[src/rtl/alu_req_arbiter_pkg.sv]
// alu_arb_pkg: shared constants for the ALU request arbiter slice.
// Holds the FSM state encoding, ALU op select codes and default widths.
// Latency / backpressure: n/a (declarations only).
package alu_arb_pkg;

  localparam int A_W_DEF     = 4;   // operand width
  localparam int OUT_W_DEF   = 16;  // ALU result width
  localparam int ALU_LAT_DEF = 1;   // ALU register stages
  localparam int CNT_W       = 4;   // wait counter width, covers ALU_LAT up to 15

  typedef enum logic [1:0] {
    IDLE = 2'd0,
    WAIT = 2'd1,
    RESP = 2'd2
  } state_t;

  localparam logic [1:0] OP_ADD = 2'b00;
  localparam logic [1:0] OP_MUL = 2'b11;

endpackage

[src/rtl/alu_req_arbiter_if.sv]
// alu_req_arbiter_if: request/response bundle between two requesters and the arbiter.
// Ports: req_valid/req_ready/req_a/req_b/req_sel (request), rsp_valid/rsp_ready/rsp_out/rsp_cout (response).
// master = requester side, slave = arbiter side; per-requester fields are packed, requester i at slot i.
interface alu_req_arbiter_if
  import alu_arb_pkg::*;
#(
  parameter int A_W   = A_W_DEF,
  parameter int OUT_W = OUT_W_DEF
);

  logic [1:0]       req_valid;
  logic [1:0]       req_ready;
  logic [2*A_W-1:0] req_a;
  logic [2*A_W-1:0] req_b;
  logic [3:0]       req_sel;
  logic [1:0]       rsp_valid;
  logic [1:0]       rsp_ready;
  logic [OUT_W-1:0] rsp_out;
  logic             rsp_cout;

  modport master (
    output req_valid, req_a, req_b, req_sel, rsp_ready,
    input  req_ready, rsp_valid, rsp_out, rsp_cout
  );

  modport slave (
    input  req_valid, req_a, req_b, req_sel, rsp_ready,
    output req_ready, rsp_valid, rsp_out, rsp_cout
  );

endinterface

[src/rtl/alu_req_arbiter_rr_arb2.sv]
// rr_arb2: combinational 2-way round-robin grant; ptr names the favoured requester.
// Ports: req[1:0] in, ptr in, gnt[1:0] out (one-hot or zero). Latency: 0 cycles.
// Backpressure: none; the caller decides when a grant is consumed.
module rr_arb2 (
  input  logic [1:0] req,
  input  logic       ptr,
  output logic [1:0] gnt
);

  always_comb begin
    gnt = 2'b00;
    if (req[ptr]) begin
      gnt[ptr] = 1'b1;
    end else if (req[~ptr]) begin
      gnt[~ptr] = 1'b1;
    end
  end

endmodule

[src/rtl/alu_req_arbiter.sv]
// alu_req_arbiter: shares one registered ALU between two requesters, one op in flight.
// Latency: accept at T -> rsp_valid at T+ALU_LAT+2; issue interval ALU_LAT+3 cycles minimum.
// Backpressure: rsp held until rsp_ready[owner]; req_ready stays low while an op is in flight.
// Ports: clk, rst (sync, active-high), bus (slave modport: req/rsp handshakes),
//        alu_a/alu_b/alu_sel to the ALU, alu_out/alu_cout from the ALU.
// Optional: define ALU_ARB_STATS_EN to add stat_ops[31:0] (per-requester completed-response counts).
module alu_req_arbiter
  import alu_arb_pkg::*;
#(
  parameter int A_W     = A_W_DEF,
  parameter int OUT_W   = OUT_W_DEF,
  parameter int ALU_LAT = ALU_LAT_DEF
) (
  input  logic             clk,
  input  logic             rst,
  alu_req_arbiter_if.slave bus,
  output logic [A_W-1:0]   alu_a,
  output logic [A_W-1:0]   alu_b,
  output logic [1:0]       alu_sel,
  input  logic [OUT_W-1:0] alu_out,
  input  logic             alu_cout
`ifdef ALU_ARB_STATS_EN
  ,
  output logic [31:0]      stat_ops
`endif
);

  state_t           state;
  state_t           state_nxt;
  logic             ptr;
  logic             owner;
  logic [CNT_W-1:0] cnt;
  logic [1:0]       gnt;
  logic [1:0]       req_ready_c;
  logic [1:0]       rsp_valid_c;
  logic [OUT_W-1:0] rsp_out_q;
  logic             rsp_cout_q;
  logic             rsp_hs;

  rr_arb2 u_rr_arb2 (
    .req (bus.req_valid),
    .ptr (ptr),
    .gnt (gnt)
  );

  // Only the owner's ready bit can complete the response.
  assign rsp_hs = (state == RESP) && bus.rsp_ready[owner];

  // State register.
  always_ff @(posedge clk) begin
    if (rst) begin
      state <= IDLE;
    end else begin
      state <= state_nxt;
    end
  end

  // Next-state logic.
  always_comb begin
    state_nxt = state;
    case (state)
      IDLE:    if (|gnt)          state_nxt = WAIT;
      WAIT:    if (cnt == '0)     state_nxt = RESP;
      RESP:    if (rsp_hs)        state_nxt = IDLE;
      default:                    state_nxt = IDLE;
    endcase
  end

  // Handshake outputs.
  always_comb begin
    req_ready_c = 2'b00;
    rsp_valid_c = 2'b00;
    if (state == IDLE) begin
      req_ready_c = gnt;
    end
    if (state == RESP) begin
      rsp_valid_c = owner ? 2'b10 : 2'b01;
    end
  end

  assign bus.req_ready = req_ready_c;
  assign bus.rsp_valid = rsp_valid_c;
  assign bus.rsp_out   = rsp_out_q;
  assign bus.rsp_cout  = rsp_cout_q;

  // Datapath: operand capture, ALU wait countdown, result capture, pointer update.
  always_ff @(posedge clk) begin
    if (rst) begin
      ptr        <= 1'b0;
      owner      <= 1'b0;
      cnt        <= '0;
      alu_a      <= '0;
      alu_b      <= '0;
      alu_sel    <= 2'b00;
      rsp_out_q  <= '0;
      rsp_cout_q <= 1'b0;
    end else begin
      case (state)
        IDLE: begin
          if (|gnt) begin
            owner   <= gnt[1];
            alu_a   <= gnt[1] ? bus.req_a[A_W +: A_W] : bus.req_a[0 +: A_W];
            alu_b   <= gnt[1] ? bus.req_b[A_W +: A_W] : bus.req_b[0 +: A_W];
            alu_sel <= gnt[1] ? bus.req_sel[3:2]      : bus.req_sel[1:0];
            cnt     <= CNT_W'(ALU_LAT);
          end
        end
        WAIT: begin
          // Counter runs ALU_LAT..0, so WAIT spans ALU_LAT+1 cycles and the
          // ALU output has settled on the cycle it reaches zero.
          if (cnt != '0) begin
            cnt <= cnt - 1'b1;
          end else begin
            rsp_out_q  <= alu_out;
            rsp_cout_q <= alu_cout;
          end
        end
        RESP: begin
          if (rsp_hs) begin
            ptr <= ~owner;
          end
        end
        default: ;
      endcase
    end
  end

`ifdef ALU_ARB_STATS_EN
  logic [15:0] ops0;
  logic [15:0] ops1;

  // Saturating per-requester completion counters.
  always_ff @(posedge clk) begin
    if (rst) begin
      ops0 <= '0;
      ops1 <= '0;
    end else if (rsp_hs) begin
      if (!owner && ops0 != 16'hFFFF) ops0 <= ops0 + 16'd1;
      if (owner  && ops1 != 16'hFFFF) ops1 <= ops1 + 16'd1;
    end
  end

  assign stat_ops = {ops1, ops0};
`endif

endmodule

[src/flat_wrapper.sv]
// flat-port wrapper written by rule: the top's interface ports become plain ports
module alu_req_arbiter_flat import alu_arb_pkg::*;
#(
  parameter int A_W     = A_W_DEF,
  parameter int OUT_W   = OUT_W_DEF,
  parameter int ALU_LAT = ALU_LAT_DEF
)
  (clk, rst, alu_a, alu_b, alu_sel, alu_out, alu_cout, bus_req_valid, bus_req_a, bus_req_b, bus_req_sel, bus_rsp_ready, bus_req_ready, bus_rsp_valid, bus_rsp_out, bus_rsp_cout);
  alu_req_arbiter_if #(.A_W(A_W), .OUT_W(OUT_W)) bus_i ();
  input  logic clk;
  input  logic rst;
  output logic [A_W-1:0] alu_a;
  output logic [A_W-1:0] alu_b;
  output logic [1:0] alu_sel;
  input  logic [OUT_W-1:0] alu_out;
  input  logic alu_cout;
  input wire logic [$bits(bus_i.req_valid)-1:0] bus_req_valid;
  input wire logic [$bits(bus_i.req_a)-1:0] bus_req_a;
  input wire logic [$bits(bus_i.req_b)-1:0] bus_req_b;
  input wire logic [$bits(bus_i.req_sel)-1:0] bus_req_sel;
  input wire logic [$bits(bus_i.rsp_ready)-1:0] bus_rsp_ready;
  output wire logic [$bits(bus_i.req_ready)-1:0] bus_req_ready;
  output wire logic [$bits(bus_i.rsp_valid)-1:0] bus_rsp_valid;
  output wire logic [$bits(bus_i.rsp_out)-1:0] bus_rsp_out;
  output wire logic [$bits(bus_i.rsp_cout)-1:0] bus_rsp_cout;
  assign bus_i.req_valid = bus_req_valid;
  assign bus_i.req_a = bus_req_a;
  assign bus_i.req_b = bus_req_b;
  assign bus_i.req_sel = bus_req_sel;
  assign bus_i.rsp_ready = bus_rsp_ready;
  assign bus_req_ready = bus_i.req_ready;
  assign bus_rsp_valid = bus_i.rsp_valid;
  assign bus_rsp_out = bus_i.rsp_out;
  assign bus_rsp_cout = bus_i.rsp_cout;
  alu_req_arbiter #(.A_W(A_W), .OUT_W(OUT_W), .ALU_LAT(ALU_LAT)) u_core (.clk(clk), .rst(rst), .bus(bus_i), .alu_a(alu_a), .alu_b(alu_b), .alu_sel(alu_sel), .alu_out(alu_out), .alu_cout(alu_cout));
endmodule
[config.mk]
export PLATFORM = sky130hd
export DESIGN_NAME = alu_req_arbiter_flat
export DESIGN_NICKNAME = d
export VERILOG_FILES = /design/src/rtl/alu_req_arbiter_pkg.sv /design/src/rtl/alu_req_arbiter_if.sv /design/src/rtl/alu_req_arbiter_rr_arb2.sv /design/src/rtl/alu_req_arbiter.sv /design/src/flat_wrapper.sv
export SDC_FILE = /design/constraint.sdc
export NUM_CORES = 1
export LEC_CHECK = 0
export BUFFER_PORTS_ARGS = -buffer_cell sky130_fd_sc_hd__buf_4
export CORE_MARGIN = 4
export CORE_UTILIZATION = 40
export CTS_CLUSTER_SIZE = 8
export DETAILED_ROUTE_END_ITERATION = 10
export GPL_ROUTABILITY_DRIVEN = 0
export PLACE_DENSITY = 0.68
export REMOVE_ABC_BUFFERS = 1
export SYNTH_ARGS = -nofsm -noshare
export SYNTH_HDL_FRONTEND = slang
export SYNTH_SLANG_ARGS = --single-unit
[constraint.sdc]
create_clock -name clk -period 4.01 [get_ports clk]
set_input_delay 0.6015 -clock clk [delete_from_list [all_inputs] [get_ports clk]]
set_output_delay 0.6015 -clock clk [all_outputs]
set_load 0.005 [all_outputs]
==> PnR_summary.wiki <==
{| class="wikitable"
! Metric !! Value
|-
| Post-synthesis sequential area ratio || 0.437
|-
| Ratio of final minimum period to clock period || 0.605
|-
| Worst setup path category || primary input to output pin
|-
| DRC Markers || 0
|-
| Post-CTS Repair Setup Buffers || 0
|-
| Area Overhead vs Synth || 40.8%
|-
| Max-cap viol count || 0
|-
| Combined area of the multi-input logic cells || 803 sq um
|-
| Endpoint of the lowest-slack register-to-register path || u_core.cnt[1]$_SDFFE_PP0P_
|-
| Most common cell after layout, fill and taps aside || sky130_fd_sc_hd__buf_4
|-
| Place WS || 1.59 ns
|-
| Area inside the core boundary || 3770 sq um
|-
| Sum of negative setup slack || 0 ns
|-
| Final period demand of the worst path || 2.43 ns
|-
| Number of standard-cell rows in the floorplan || 22
|-
| CTS max path bufs || 2
|-
| Avg Cell Area, Syn || 8.35 sq um
|-
| Endpoint kind of the worst setup timing path || output pin
|-
| Fill count || between 300 and 400
|-
| Insertion delay to the later sink of the worst-skew pair || 0.28 ns
|-
| Total clock sinks || 35
|-
| Endpoints failing hold || 0
|-
| Slew headroom || 0.374
|-
| Vias in the first global route || 1568
|-
| Least-Margin Pin Slew || 0.937 ns
|-
| Peak supply drop || between 0.00015 and 0.0002 V
|-
| Average vias per placed instance || between 5 and 6
|-
| EDFF count, synth || 0
|-
| Cell area reported after detailed placement || 2160 sq um
|-
| Placed cell count || approximately 300
|-
| Worst path top cell family by delay || simple AND/OR/NAND/NOR gates
|-
| Reg2Reg Depth || 5
|-
| Area enclosed by the die boundary || about 5100 sq um
|-
| Drt total wl || 4250 um
|-
| Number of vias after detailed routing || roughly 1600
|-
| Buf+Inv Stages, Crit Path || 3
|-
| Maximum number of pins on one net before global-route repair || 35
|-
| Capture endpoint of the worst hold path || u_core.bus.rsp_out[2]$_SDFFE_PP0P_
|-
| Die Wd || 71.3 um
|-
| Power density over the cells || 439 nW/um^2
|-
| Proportion of layout cells with a drive suffix above 1 || 0.337
|-
| Most frequent cells in the layout || sky130_fd_sc_hd__buf_4, sky130_fd_sc_hd__dfxtp_1, sky130_fd_sc_hd__a21oi_1
|-
| Slowest cell on the critical path || sky130_fd_sc_hd__nor2b_1
|-
| Type of the most critical hold path || flip-flop to flip-flop
|-
| CP startpoint kind || primary input
|-
| Post-route worst setup slack || 1.58 ns
|-
| RSZ-0062 raised after global routing || false
|-
| Footprint of the flip-flops and latches || roughly 700 sq um
|-
| Avg WL per Cell || 13.9 um
|-
| Critical path peak fanout || 21
|-
| Synth Register Bits || 35
|-
| Outcome || completed
|-
| HPWL after DPL || 2940 um
|-
| DRT Pass-1 Iters || 4
|-
| All-layer global routing usage || 0.169
|-
| Top Ports || 74
|-
| H-tree Lvls || 2
|-
| Master cell of the clock root buffer || sky130_fd_sc_hd__clkbuf_8
|-
| Antenna violations before repair || 0
|-
| Cell repeated most along the worst path || sky130_fd_sc_hd__buf_4
|-
| Starting utilization of the core area || 0.425
|-
| Power Total || 0.991 mW
|-
| Number of antenna-violating nets in the routed design || 0
|-
| Total of buffers placed on input and output ports || 73
|-
| Worst endpoint data arrival time || 1.83 ns
|-
| Final setup skew || roughly 0.0048 ns
|-
| CTS tree || built
|-
| Worst-path clk slew || 0.06 ns
|-
| Number of resized instances in the post-cts repair step || 0
|-
| Register-to-Register Setup Slack || 2.16 ns
|-
| Height of the chip || 71.3 um
|-
| Cells after Synth || 192
|-
| Final count of negative-setup-slack endpoints || 0
|-
| Top achievable clock speed || between 400 and 500 MHz
|-
| Number of diodes added for antenna fixing || 0
|-
| Number of nets in the layout || 302
|-
| CP Data Required Time || 3.41 ns
|-
| Number of library cell types mapped by synthesis || 33
|-
| Worst path cell trace || buf_4 -> nor2b_1 -> nand3b_1 -> inv_1 -> buf_4
|-
| Number of stages on the worst hold path || 2
|-
| Worst hold start || u_core.bus.rsp_out[2]$_SDFFE_PP0P_
|-
| Total of hold buffers inserted after clock tree synthesis || 0
|-
| Finished Layout Cells || 306
|-
| Number of clock buffers inserted by TritonCTS || 5
|-
| Number of max-slew violations in the final report || 0
|-
| Post-Route Utilization || 0.599
|-
| Fraction of registers with async set or reset after synthesis || 0
|-
| Number of warnings printed during yosys synthesis || 0
|-
| Post-route cell area || between 2000 and 2500 sq um
|-
| First-pass GRT wire length || between 7000 and 8000 um
|-
| R2R Path Start || u_core.cnt[1]$_SDFFE_PP0P_
|-
| Critical Path Max Stage Delay || 0.74 ns
|-
| Final global-route overflow total || 0
|-
| Main synth FF type || sky130_fd_sc_hd__dfxtp_1
|-
| Top post-synthesis cells by area || sky130_fd_sc_hd__dfxtp_1, sky130_fd_sc_hd__a21oi_1, sky130_fd_sc_hd__o21ai_0
|-
| Worst slack on hold paths || 0.476 ns
|-
| Yosys top cell area share || 0.437
|-
| Largest area contributor in the synthesized netlist || sky130_fd_sc_hd__dfxtp_1
|-
| First-iteration detailed-routing DRC count || 89
|-
| Total standard cell area after synthesis || about 1600 sq um
|-
| Static power due to leakage || 0.946 nW
|}
## tightest hold or removal path, cell delays in order, from the launching register on
cell,delay [ns]
sky130_fd_sc_hd__dfxtp_1,0.31
sky130_fd_sc_hd__o21ai_0,0.06
sky130_fd_sc_hd__a21oi_1,0.06
## where the power goes
part           internal [mW]  switching [mW]  total, mW
registers              0.393          0.0283      0.421
logic                  0.142           0.154      0.296
clock network          0.157           0.117      0.273
## worst max path at each step
stage	from	end	slack [ns]	cells after the start
after detailed placement	bus_req_valid[0]	bus_req_ready[1]	1.59	5
after floorplan	u_core.cnt[0]$_SDFFE_PP0P_	u_core.cnt[0]$_SDFFE_PP0P_	1.79	5
after global routing	bus_req_valid[0]	bus_req_ready[1]	1.46	5
after CTS	bus_req_valid[0]	bus_req_ready[1]	1.59	5
after global placement	bus_req_valid[0]	bus_req_ready[1]	1.62	5
final	bus_req_valid[0]	bus_req_ready[1]	1.58	5
## per-layer routing
layer,vias to the layer above,GRT usage,share of wire
li1,834,-,-
met1,739,0.208,0.44
met2,65,0.269,0.45
met3,2,0.0533,0.11
met4,0,0.0752,0.0045
met5,-,0,0
## registers in the layout (all words and copies together), names as in the netlist
name and flops:
u_core.owner 1, u_core.state 2, u_core.alu_a 4, u_core.ptr 1, u_core.alu_sel 2, u_core.bus.rsp_cout 1
u_core.cnt 4, u_core.bus.rsp_out 16, u_core.alu_b 4
## cell usage after synthesis (2+ instances only)
cell,number
sky130_fd_sc_hd__dfxtp_1,35
sky130_fd_sc_hd__nand3b_1,11
sky130_fd_sc_hd__a21oi_1,34
sky130_fd_sc_hd__a311oi_1,10
sky130_fd_sc_hd__nor2_1,3
sky130_fd_sc_hd__nor2b_1,3
sky130_fd_sc_hd__o21ai_0,30
sky130_fd_sc_hd__or3_1,2
sky130_fd_sc_hd__ha_1,2
sky130_fd_sc_hd__nand2b_1,2
sky130_fd_sc_hd__clkbuf_1,11
sky130_fd_sc_hd__buf_2,5
sky130_fd_sc_hd__nand3_1,17
sky130_fd_sc_hd__inv_1,6
sky130_fd_sc_hd__and2_1,2
sky130_fd_sc_hd__or4_1,2
## cell type report
cell class,count,area share
inverters,6,0.00998
well taps,48,0.0266
flip-flops and latches,35,0.310
multi-input cells,133,0.356
repair buffers,76,0.253
clock buffers,8,0.0443
## cells by family (layout without fill, tap and decap cells)
family	count (synthesis)	in the layout	synth area share
DFF	35	35	0.437
buffers and inverters	24	90	0.0648
muxes	1	1	0.00625
adders and majority gates	2	2	0.0156
and+or+nand+nor	49	49	0.187
AOI/OAI and AO/OA	81	81	0.290
No activity file was read; power rests on OpenSTA's default activity.
